File: config.mk
export PLATFORM = sky130hd
export DESIGN_NAME = sincos_rom_arbiter
export DESIGN_NICKNAME = d
export VERILOG_FILES = /design/src/rtl/sincos_rom_arbiter.sv
export SDC_FILE = /design/constraint.sdc
export NUM_CORES = 1
export LEC_CHECK = 0
export BUFFER_PORTS_ARGS = -buffer_cell sky130_fd_sc_hd__buf_2
export CAP_MARGIN = 20
export CORE_MARGIN = 2
export CORE_UTILIZATION = 43
export DETAILED_ROUTE_END_ITERATION = 12
export HOLD_SLACK_MARGIN = 0.15
export PLACE_DENSITY = 0.87
export SYNTH_ARGS = -nofsm -noshare
export SYNTH_HDL_FRONTEND = slang
export SYNTH_SLANG_ARGS = --single-unit
File: constraint.sdc
create_clock -name clk -period 2.3 [get_ports clk]
set_clock_uncertainty 0.1 [all_clocks]
set_input_delay 0.46 -clock clk [delete_from_list [all_inputs] [get_ports clk]]
set_output_delay 0.46 -clock clk [all_outputs]
set_load 0.01 [all_outputs]
File: src/rtl/sincos_rom_arbiter.sv
`default_nettype none
// ============================================================================
// Module   : sincos_rom_arbiter
// Purpose  : Round-robin arbiter that shares one registered cos_sine ROM among
//            NREQ requesters. It issues the winning phase to the ROM and uses
//            a tag pipeline matched to ROM_LAT to steer each result back to
//            the requester that asked for it.
// Options  : SINCOS_BURST_EN - when defined, the current owner keeps the
//            grant for up to BURST_MAX consecutive cycles while it requests.
// Revision : 1.0 - initial release
// ============================================================================
module sincos_rom_arbiter #(
  parameter int NREQ      = 4,
  parameter int XW        = 10,
  parameter int YW        = 8,
  parameter int ROM_LAT   = 1,
  parameter int BURST_MAX = 4
) (
  input  logic               clk,
  input  logic               rst_n,
  input  logic [NREQ-1:0]    req,
  input  logic [NREQ*XW-1:0] x_in,
  output logic [NREQ-1:0]    gnt,
  output logic [XW-1:0]      rom_x,
  input  logic [YW-1:0]      rom_sine,
  input  logic [YW-1:0]      rom_cos,
  output logic [NREQ-1:0]    rsp_valid,
  output logic [YW-1:0]      rsp_sine,
  output logic [YW-1:0]      rsp_cos
);

  localparam int              C_PW      = (NREQ > 1) ? $clog2(NREQ) : 1;
  localparam int              C_LAST    = ROM_LAT;  // index of the final tag stage
  localparam logic [C_PW-1:0] C_MAX_IDX = C_PW'(NREQ - 1);

  logic [C_PW-1:0]             r_ptr;
  logic [C_PW-1:0]             w_ptr_nxt;
  logic [C_PW-1:0]             w_gnt_idx;
  logic [C_PW-1:0]             w_idx_inc;
  logic                        w_gnt_any;
  logic [C_LAST:0]             r_tag_v;
  logic [C_LAST:0][C_PW-1:0]   r_tag_id;

  // Reject illegal configurations at elaboration time
  generate
    if (NREQ < 2 || NREQ > 8 || BURST_MAX < 1) begin : g_param_check
      $error("sincos_rom_arbiter: NREQ must be 2..8 and BURST_MAX >= 1");
    end
  endgenerate

  // Round-robin search: first active request at or after r_ptr, wrapping
  always_comb begin
    logic [C_PW-1:0] v_idx;
    w_gnt_any = 1'b0;
    w_gnt_idx = '0;
    v_idx     = r_ptr;
    for (int i = 0; i < NREQ; i++) begin
      if (!w_gnt_any && req[v_idx]) begin
        w_gnt_any = 1'b1;
        w_gnt_idx = v_idx;
      end
      v_idx = (v_idx == C_MAX_IDX) ? '0 : v_idx + C_PW'(1);
    end
  end

  assign gnt       = w_gnt_any ? (NREQ'(1) << w_gnt_idx) : '0;
  assign w_idx_inc = (w_gnt_idx == C_MAX_IDX) ? '0 : w_gnt_idx + C_PW'(1);

`ifdef SINCOS_BURST_EN
  localparam int              C_CW        = $clog2(BURST_MAX) + 1;
  localparam logic [C_CW-1:0] C_BURST_MAX = C_CW'(BURST_MAX);

  logic [C_CW-1:0] r_burst_cnt;
  logic [C_CW-1:0] w_burst_nxt;
  logic [C_CW-1:0] w_run;

  // Pointer parks on the owner until its burst is used up or it lets go
  always_comb begin
    w_run       = (w_gnt_idx == r_ptr) ? r_burst_cnt + C_CW'(1) : C_CW'(1);
    w_ptr_nxt   = r_ptr;
    w_burst_nxt = r_burst_cnt;
    if (w_gnt_any) begin
      if (w_run >= C_BURST_MAX) begin
        w_ptr_nxt   = w_idx_inc;
        w_burst_nxt = '0;
      end else begin
        w_ptr_nxt   = w_gnt_idx;
        w_burst_nxt = w_run;
      end
    end else if (r_burst_cnt != '0) begin
      // Owner dropped its request and nobody else is waiting
      w_ptr_nxt   = (r_ptr == C_MAX_IDX) ? '0 : r_ptr + C_PW'(1);
      w_burst_nxt = '0;
    end
  end

  // Burst length counter
  always_ff @(posedge clk or negedge rst_n) begin
    if (!rst_n) begin
      r_burst_cnt <= '0;
    end else begin
      r_burst_cnt <= w_burst_nxt;
    end
  end
`else
  // Pure round-robin: move past every winner
  always_comb begin
    w_ptr_nxt = r_ptr;
    if (w_gnt_any) begin
      w_ptr_nxt = w_idx_inc;
    end
  end
`endif

  // Pointer register and phase issue to the ROM
  always_ff @(posedge clk or negedge rst_n) begin
    if (!rst_n) begin
      r_ptr <= '0;
      rom_x <= '0;
    end else begin
      r_ptr <= w_ptr_nxt;
      if (w_gnt_any) begin
        rom_x <= x_in[w_gnt_idx*XW +: XW];
      end
    end
  end

  // Tag pipeline tracks the owner of each lookup while it is inside the ROM
  always_ff @(posedge clk or negedge rst_n) begin
    if (!rst_n) begin
      r_tag_v  <= '0;
      r_tag_id <= '0;
    end else begin
      r_tag_v[0]  <= w_gnt_any;
      r_tag_id[0] <= w_gnt_idx;
      for (int s = 1; s <= C_LAST; s++) begin
        r_tag_v[s]  <= r_tag_v[s-1];
        r_tag_id[s] <= r_tag_id[s-1];
      end
    end
  end

  // Capture the ROM result and flag its owner for one cycle
  always_ff @(posedge clk or negedge rst_n) begin
    if (!rst_n) begin
      rsp_valid <= '0;
      rsp_sine  <= '0;
      rsp_cos   <= '0;
    end else begin
      rsp_valid <= r_tag_v[C_LAST] ? (NREQ'(1) << r_tag_id[C_LAST]) : '0;
      if (r_tag_v[C_LAST]) begin
        rsp_sine <= rom_sine;
        rsp_cos  <= rom_cos;
      end
    end
  end

endmodule
`default_nettype wire

==> results of run 1 <==
## worst max path at each step
stage             start  endpoint  cells past startpoint
2_1_floorplan  r_ptr[1]    gnt[0]                      8
3_3_place_gp     req[3]    gnt[3]                      8
3_5_place_dp   r_ptr[0]    gnt[3]                      8
4_1_cts        r_ptr[1]    gnt[0]                      8
5_1_grt        r_ptr[1]    gnt[0]                      8
6_report       r_ptr[1]    gnt[2]                      7
## layer usage
layer  routed length (um)  vias to the layer above  GRT usage
met5                    0                        -          0
met4                   94                        0     0.0673
met3                  346                       11     0.0341
met2                 2520                       86      0.296
met1                 2460                      913      0.242
li1                     -                      990          -
## placed cells by master (no fill, tap or decap), types with 3 or more instances in the layout
cell type,instances
sky130_fd_sc_hd__buf_2,95
sky130_fd_sc_hd__dfrtp_1,37
sky130_fd_sc_hd__inv_1,33
sky130_fd_sc_hd__mux2i_1,23
sky130_fd_sc_hd__buf_4,23
sky130_fd_sc_hd__o221ai_1,20
sky130_fd_sc_hd__mux2_2,17
sky130_fd_sc_hd__a221oi_2,10
sky130_fd_sc_hd__clkbuf_8,5
sky130_fd_sc_hd__buf_6,5
sky130_fd_sc_hd__nand2_1,4
sky130_fd_sc_hd__nor2_1,4
sky130_fd_sc_hd__nor2_4,3
sky130_fd_sc_hd__and3_1,3
sky130_fd_sc_hd__clkinv_2,3
sky130_fd_sc_hd__o211ai_1,3
## metrics by stage
step                instances  worst slack, ps
detailed placement        381             -211
global route              394             -597
finish                    394             -481
global placement          381             -172
floorplan                 207            -79.9
CTS                       395             -484
## sequential cells by signal (all words and copies together) (netlist names)
register and cells:
rsp_valid 4, rsp_sine 8, r_tag_v 2, r_tag_id 4, r_ptr 2, rsp_cos 8, rom_x 10
## area by class of cell
| cell class | instances | area (um^2) | share of cell area |
|---|---|---|---|
| clock inverters | 2 | 10.0 | 0.00314 |
| clock buffers | 6 | 72.6 | 0.0227 |
| well taps | 70 | 87.6 | 0.0274 |
| repair buffers | 124 | 724 | 0.227 |
| multi-input cells | 120 | 1220 | 0.381 |
| inverters | 34 | 129 | 0.0404 |
| flip-flops and latches | 38 | 952 | 0.298 |
## cell families (layout without fill, tap and decap cells)
group / after synthesis / after routing / synth area share
AOI/OAI and AO/OA: 48 / 48 / 0.203
adders and majority gates: 1 / 1 / 0.00549
and+or+nand+nor: 29 / 29 / 0.0802
buffers and inverters: 49 / 166 / 0.0939
muxes: 42 / 42 / 0.200
DFF: 38 / 38 / 0.417
## report_power, final
group	total, mW	switching, mW	internal (mW)
sequential	1.13	0.182	0.951
combinational	3.72	1.88	1.84
clock	0.426	0.216	0.210
total	5.28	2.28	3.00
## timing repair
action,in CTS,in global routing
gates resized for setup,5,11
gates cloned,1,0
hold buffers,0,0
pin swaps,8,4
setup endpoints to repair,15,17
buffers inserted,5,2
## worst reg2reg max path, cell delays in order (launching register included)
cell and delay [ps]:
sky130_fd_sc_hd__dfrtp_2 420, sky130_fd_sc_hd__buf_6 140, sky130_fd_sc_hd__mux2_2 370, sky130_fd_sc_hd__mux2i_4 170, sky130_fd_sc_hd__buf_4 160, sky130_fd_sc_hd__o211ai_1 90, sky130_fd_sc_hd__nand3_2 180, sky130_fd_sc_hd__buf_4 320
sky130_fd_sc_hd__mux2i_1 330, sky130_fd_sc_hd__a221oi_2 60
==> results_tabular.tex, run 1 <==
\begin{tabular}{lr}
\hline
Metric & Value \\
\hline
\multicolumn{2}{l}{\textbf{Outcome}} \\
\quad Outcome & complete, but fails checks \\
\quad Violated checks & setup timing \\
\multicolumn{2}{l}{\textbf{Cells and area}} \\
\quad Layout Nets & 386 \\
\quad Antenna diodes & 0 \\
\quad Cell area after layout & 3190 um\^{}2 \\
\quad Share of cells above drive strength 1 & 0.556 \\
\quad Fill cells & roughly 430 \\
\quad Relative area change from synthesis to final layout & 40.1\% \\
\quad Final core area utilization & 0.625 \\
\multicolumn{2}{l}{\textbf{Job}} \\
\quad Max capacitance violation total & 0 \\
\multicolumn{2}{l}{\textbf{STA}} \\
\quad Post-route clock period utilization & 1.21 \\
\quad Final worst setup slack & -481 ps \\
\quad Final Slew Violations & 0 \\
\quad Final sum of negative setup slack & -3100 ps \\
\quad Number of failing hold endpoints at the final stage & 0 \\
\quad Worst hold-check slack & 155 ps \\
\quad Unrepaired setup endpoints after global routing & true \\
\quad Final critical delay including setup and external delays & between 2000 and 3000 ps \\
\quad Total of endpoints with negative setup slack in the final report & 14 \\
\quad Transition time at the pin with the least slew margin & about 800 ps \\
\quad Max Fclk & 0.360 GHz \\
\quad Max-Slew Margin vs Limit & 0.470 \\
\multicolumn{2}{l}{\textbf{Route}} \\
\quad Detailed-route wire length per cell & 13.8 um \\
\quad Drt pass-1 iters & 4 \\
\quad Iteration-0 DRC count of the detailed router & 79 \\
\quad Number of DRC violations after detailed routing & 0 \\
\quad Number of nets with antenna violations after routing & 0 \\
\quad Via/cell ratio & about 5.1 \\
\quad Overall routed net length & 5420 um \\
\quad Via count & 2000 \\
\multicolumn{2}{l}{\textbf{Place}} \\
\quad Global placer's final weighted congestion & 0.860 \\
\quad Number of input and output port buffers inserted & 95 \\
\quad Post-DP Area & 2970 um\^{}2 \\
\quad DP HPWL & 4090 um \\
\multicolumn{2}{l}{\textbf{Critical path}} \\
\quad Data required time of the critical path & between 1500 and 2000 ps \\
\quad Worst path slowest cell & sky130\_fd\_sc\_hd\_\_dfrtp\_2 \\
\quad Startpoint types & flop \\
\quad Critical path's largest stage delay & 450 ps \\
\quad Arrival time reported for the critical path endpoint & between 2000 and 2500 ps \\
\quad Element type at the critical path end & output port \\
\quad Capture point of the worst reg-to-reg path & rom\_x[8] \\
\quad Worst Path Class, Setup & reg -> out \\
\quad Setup slack, reg-to-reg & -150 ps \\
\quad Cells on worst reg2reg path & 9 \\
\quad R2r startpoint & r\_ptr[1] \\
\quad CP Buf/Inv Count & 1 \\
\quad List of cells traversed by the critical path & ha\_4 > or3b\_1 > a21boi\_1 > o22a\_1 > o22ai\_4 > nor3\_2 > buf\_2 \\
\quad CP Max Fanout & 7 \\
\quad Cell type group with the largest total delay on the critical path & simple AND/OR/NAND/NOR gates \\
\multicolumn{2}{l}{\textbf{Logic synthesis}} \\
\quad Top-area cell type share of the netlist area & 0.417 \\
\quad Most frequent cell after synthesis & sky130\_fd\_sc\_hd\_\_dfrtp\_1 \\
\quad Netlist area before placement & around 2300 um\^{}2 \\
\quad Mapped Nets & 270 \\
\quad Primary FF master, synth & sky130\_fd\_sc\_hd\_\_dfrtp\_1 \\
\quad Post-synth EDFFs & 0 \\
\quad Yosys warnings & 0 \\
\quad Share of async-settable or async-resettable flops after synthesis & 1.00 \\
\quad Post-synthesis sequential area ratio & 0.417 \\
\quad Cell types with the largest area share after synthesis & sky130\_fd\_sc\_hd\_\_dfrtp\_1, sky130\_fd\_sc\_hd\_\_mux2i\_1, sky130\_fd\_sc\_hd\_\_mux2\_2, sky130\_fd\_sc\_hd\_\_o221ai\_1, sky130\_fd\_sc\_hd\_\_a221oi\_2 \\
\quad Library cells used by synthesis & 40 \\
\quad Yosys top cell by area & sky130\_fd\_sc\_hd\_\_dfrtp\_1 \\
\quad Number of cells produced by synthesis & 207 \\
\quad Mean post-synth cell area & 11.0 um\^{}2 \\
\quad Most numerous cell types in the synthesized netlist & sky130\_fd\_sc\_hd\_\_dfrtp\_1, sky130\_fd\_sc\_hd\_\_inv\_1, sky130\_fd\_sc\_hd\_\_mux2i\_1, sky130\_fd\_sc\_hd\_\_o221ai\_1, sky130\_fd\_sc\_hd\_\_mux2\_2 \\
\quad Seq cells post-synth & 38 \\
\multicolumn{2}{l}{\textbf{Clock tree}} \\
\quad Clk Tree Root Cell & sky130\_fd\_sc\_hd\_\_clkbuf\_8 \\
\quad Clock insertion delay at the later pin of the skew report & 280 ps \\
\quad TritonCTS clock tree & done \\
\quad Sinks on Clock Net & 38 \\
\quad Number of H-tree branching levels & 2 \\
\quad Number of buffers created by CTS & 5 \\
\quad Clock edge transition at the registers on the reported setup and hold paths & 70 ps \\
\quad Maximum buffer depth of the clock tree & 2 \\
\multicolumn{2}{l}{\textbf{Global routing}} \\
\quad Largest net degree at the start of global routing & 39 \\
\quad Overflow after GRT & 0 \\
\quad Initial antenna violation count & 0 \\
\quad GR Util All Layers & 0.182 \\
\quad First-pass GRT wire length & between 8000 and 9000 um \\
\quad Vias in the first global route & around 1900 \\
\multicolumn{2}{l}{\textbf{Floorplanning}} \\
\quad Effective utilization at floorplan & 0.446 \\
\quad Core Area & 5110 um\^{}2 \\
\quad Die outline width & 76.8 um \\
\quad Count of standard-cell rows & 26 \\
\quad I/O pin total & 96 \\
\quad Die Area & 5900 um\^{}2 \\
\quad Die extent in y & 76.8 um \\
\multicolumn{2}{l}{\textbf{Pwr}} \\
\quad Power per cell area & 1650 nW/um\^{}2 \\
\quad Highest ir drop seen on vdd & 0.848 mV \\
\quad Total Power Consumption & roughly 5.3 mW \\
\quad Leakage power & 1.60 nW \\
\multicolumn{2}{l}{\textbf{Min path}} \\
\quad Kind of path behind the tightest hold check & in -> async \\
\hline
\end{tabular}
Note: power is estimated with default switching activity, not from simulation.
==> run 2, diff against run 1 <==
Settings changed: CORE_MARGIN 2 to 4.
==> results_tabular.tex, run 2 (synthesis results as in run 1) <==
\begin{tabular}{lr}
\hline
Metric & Value \\
\hline
\multicolumn{2}{l}{\textbf{Critical path}} \\
\quad CP Buf/Inv Count & 2 (+1) \\
\quad List of cells traversed by the critical path & ha\_4 > o21ai\_2 > o21ai\_4 > a211oi\_4 > buf\_6 > nor2\_4 > nor3\_2 > buf\_2 \\
\quad Element type at the critical path end & output port \\
\quad Startpoint types & flop \\
\quad Worst path slowest cell & sky130\_fd\_sc\_hd\_\_dfrtp\_2 \\
\quad Worst Path Class, Setup & reg -> out \\
\quad CP Max Fanout & 6 (-1) \\
\quad Arrival time reported for the critical path endpoint & 2250 ps (+30 ps) \\
\quad Cells on worst reg2reg path & 9 (unchanged) \\
\quad Capture point of the worst reg-to-reg path & rom\_x[4] \\
\quad R2r startpoint & r\_ptr[0] \\
\quad Logic depth of the worst path, buffers included & 8 (+1) \\
\quad Data required time of the critical path & 1740 ps (about the same) \\
\quad Cell type group with the largest total delay on the critical path & compound AO/OA/AOI/OAI gates \\
\quad Setup slack, reg-to-reg & -170 ps (-20 ps) \\
\quad Critical path's largest stage delay & 450 ps (about the same) \\
\multicolumn{2}{l}{\textbf{Pwr}} \\
\quad Power per cell area & 1780 nW/um\^{}2 (+7.7\%) \\
\quad Total Power Consumption & 6.13 mW (+16\%) \\
\quad Leakage power & 1.67 nW (+4.3\%) \\
\quad Highest ir drop seen on vdd & 0.900 mV (+6.2\%) \\
\multicolumn{2}{l}{\textbf{STA}} \\
\quad Unrepaired setup endpoints after global routing & true \\
\quad Final Slew Violations & 0 (unchanged) \\
\quad Final worst setup slack & -510 ps (-28.4 ps) \\
\quad Max Fclk & 0.356 GHz (-1.0\%) \\
\quad Worst hold-check slack & 140 ps (-14.5 ps) \\
\quad Transition time at the pin with the least slew margin & 788 ps (-7.33 ps) \\
\quad Total of endpoints with negative setup slack in the final report & 15 (+1) \\
\quad Final critical delay including setup and external delays & 2810 ps (+28.4 ps) \\
\quad Max-Slew Margin vs Limit & 0.475 (+0.00489) \\
\quad Post-route clock period utilization & 1.22 (+0.0123) \\
\quad Number of failing hold endpoints at the final stage & 0 (unchanged) \\
\multicolumn{2}{l}{\textbf{Clock tree}} \\
\quad Clock edge transition at the registers on the reported setup and hold paths & 80 ps (about the same) \\
\quad Clock insertion delay at the later pin of the skew report & 290 ps (about the same) \\
\quad Sinks on Clock Net & 38 (unchanged) \\
\quad Maximum buffer depth of the clock tree & 2 (unchanged) \\
\quad Number of buffers created by CTS & 5 (unchanged) \\
\quad Number of hold-repair buffers added at the cts stage & 0 (unchanged) \\
\quad Number of H-tree branching levels & 2 (unchanged) \\
\quad TritonCTS clock tree & done \\
\quad Clk Tree Root Cell & sky130\_fd\_sc\_hd\_\_clkbuf\_8 \\
\multicolumn{2}{l}{\textbf{Route}} \\
\quad Detailed-route wire length per cell & 15.9 um (+15\%) \\
\quad Drt pass-1 iters & 4 (unchanged) \\
\quad Number of nets with antenna violations after routing & 0 (unchanged) \\
\quad Via/cell ratio & 5.20 (+2.4\%) \\
\quad Via count & 2074 (+3.7\%) \\
\quad Overall routed net length & 6330 um (+17\%) \\
\quad Number of DRC violations after detailed routing & 0 (unchanged) \\
\quad Iteration-0 DRC count of the detailed router & 73 (-7.6\%) \\
\multicolumn{2}{l}{\textbf{Min path}} \\
\quad Kind of path behind the tightest hold check & in -> async \\
\multicolumn{2}{l}{\textbf{Global routing}} \\
\quad First-pass GRT wire length & 9320 um (+6.2\%) \\
\quad GR Util All Layers & 0.183 (+0.000606) \\
\quad Largest net degree at the start of global routing & 39 (unchanged) \\
\quad Overflow after GRT & 0 (unchanged) \\
\quad Vias in the first global route & 1982 (+3.3\%) \\
\quad Initial antenna violation count & 0 (unchanged) \\
\multicolumn{2}{l}{\textbf{Place}} \\
\quad Cell count after placement & 381 (unchanged) \\
\quad Number of input and output port buffers inserted & 95 (unchanged) \\
\quad DP HPWL & 4490 um (+9.8\%) \\
\quad Global placer's final weighted congestion & 0.834 (-3.0\%) \\
\quad Post-DP Area & 2990 um\^{}2 (+0.42\%) \\
\multicolumn{2}{l}{\textbf{Floorplanning}} \\
\quad Die extent in y & 80.8 um (+5.2\%) \\
\quad Count of standard-cell rows & 26 (unchanged) \\
\quad Core Area & 5110 um\^{}2 (unchanged) \\
\quad I/O pin total & 96 (unchanged) \\
\quad Effective utilization at floorplan & 0.446 (unchanged) \\
\quad Die Area & 6530 um\^{}2 (+11\%) \\
\quad Die outline width & 80.8 um (+5.2\%) \\
\multicolumn{2}{l}{\textbf{Cells and area}} \\
\quad Layout Nets & 391 (+1.3\%) \\
\quad Most common cell after layout, fill and taps aside & sky130\_fd\_sc\_hd\_\_buf\_2 \\
\quad Final core area utilization & 0.674 (+0.0490) \\
\quad Most frequent cells in the layout & sky130\_fd\_sc\_hd\_\_buf\_2, sky130\_fd\_sc\_hd\_\_dfrtp\_1, sky130\_fd\_sc\_hd\_\_inv\_1 \\
\quad Antenna diodes & 0 (unchanged) \\
\quad Cell area after layout & 3440 um\^{}2 (+7.8\%) \\
\quad Flip-flop count of the largest register, all copies and words added & 10 (unchanged) \\
\quad Fin cells & 399 (+1.3\%) \\
\quad Most flops, register & rom\_x \\
\quad Registers with the most flip-flops & rom\_x x10, rsp\_cos x8, rsp\_sine x8 \\
\quad Relative area change from synthesis to final layout & 51.1\% \\
\quad Share of cells above drive strength 1 & 0.614 (+0.0584) \\
\multicolumn{2}{l}{\textbf{Outcome}} \\
\quad Violated checks & setup timing \\
\quad Outcome & complete, but fails checks \\
\multicolumn{2}{l}{\textbf{Job}} \\
\quad Max capacitance violation total & 0 (unchanged) \\
\hline
\end{tabular}
run 2: cell types whose count changed in the layout (fill, tap and decap cells not counted), sizes merged:
| cell | change |
|---|---|
| buf | +4 |
| clkinv | -3 |
| clkbuf | +1 |
| bufinv | +2 |
| inv | +1 |
run 2: worst max path at each step:
stage                   from      to  slack (ps)
floorplan           r_ptr[1]  gnt[0]         -80
global placement    r_ptr[0]  gnt[2]        -180
detailed placement  r_ptr[0]  gnt[3]        -220
CTS                 r_ptr[1]  gnt[0]        -500
global route        r_ptr[1]  gnt[2]        -600
finish              r_ptr[0]  gnt[2]        -510
run 2: metal layers:
metal  part of all wire  GRT usage  routed length (um)
met3              0.066     0.0322                 421
met5                  0          0                   0
met2               0.49      0.315                3110
met1               0.43      0.235                2740
met4              0.011     0.0557                  67
run 2: report_power, final:
group	internal [mW]	switching [mW]	total (mW)
Combinational	2.15	2.13	4.28
Clock	0.463	0.237	0.700
Sequential	0.953	0.198	1.15
Total	3.57	2.56	6.13
run 2: final cells by class:
type,instances,area [um^2]
clock inverter,2,60.1
inverter,34,130
timing repair buffer,129,820
clock buffer,6,82.6
multi-input combinational,120,1310
fill,377,1670
tap,70,87.6
sequential,38,953
run 2: per-stage QoR:
stage	setup TNS [ps]	worst slack [ps]
2_1_floorplan	-241	-79.9
3_3_place_gp	-2110	-180
3_5_place_dp	-2760	-225
4_1_cts	-3750	-503
5_1_grt	-4500	-599
6_report	-3240	-510
run 2: timing repair:
| action | 4_1_cts | 5_1_grt |
|---|---|---|
| buffers inserted | 3 | 8 |
| hold endpoints to repair | 0 | 0 |
| pin swaps | 7 | 6 |
| resized for setup | 6 | 37 |
| cloned | 0 | 2 |
| endpoints found under the setup margin | 14 | 15 |
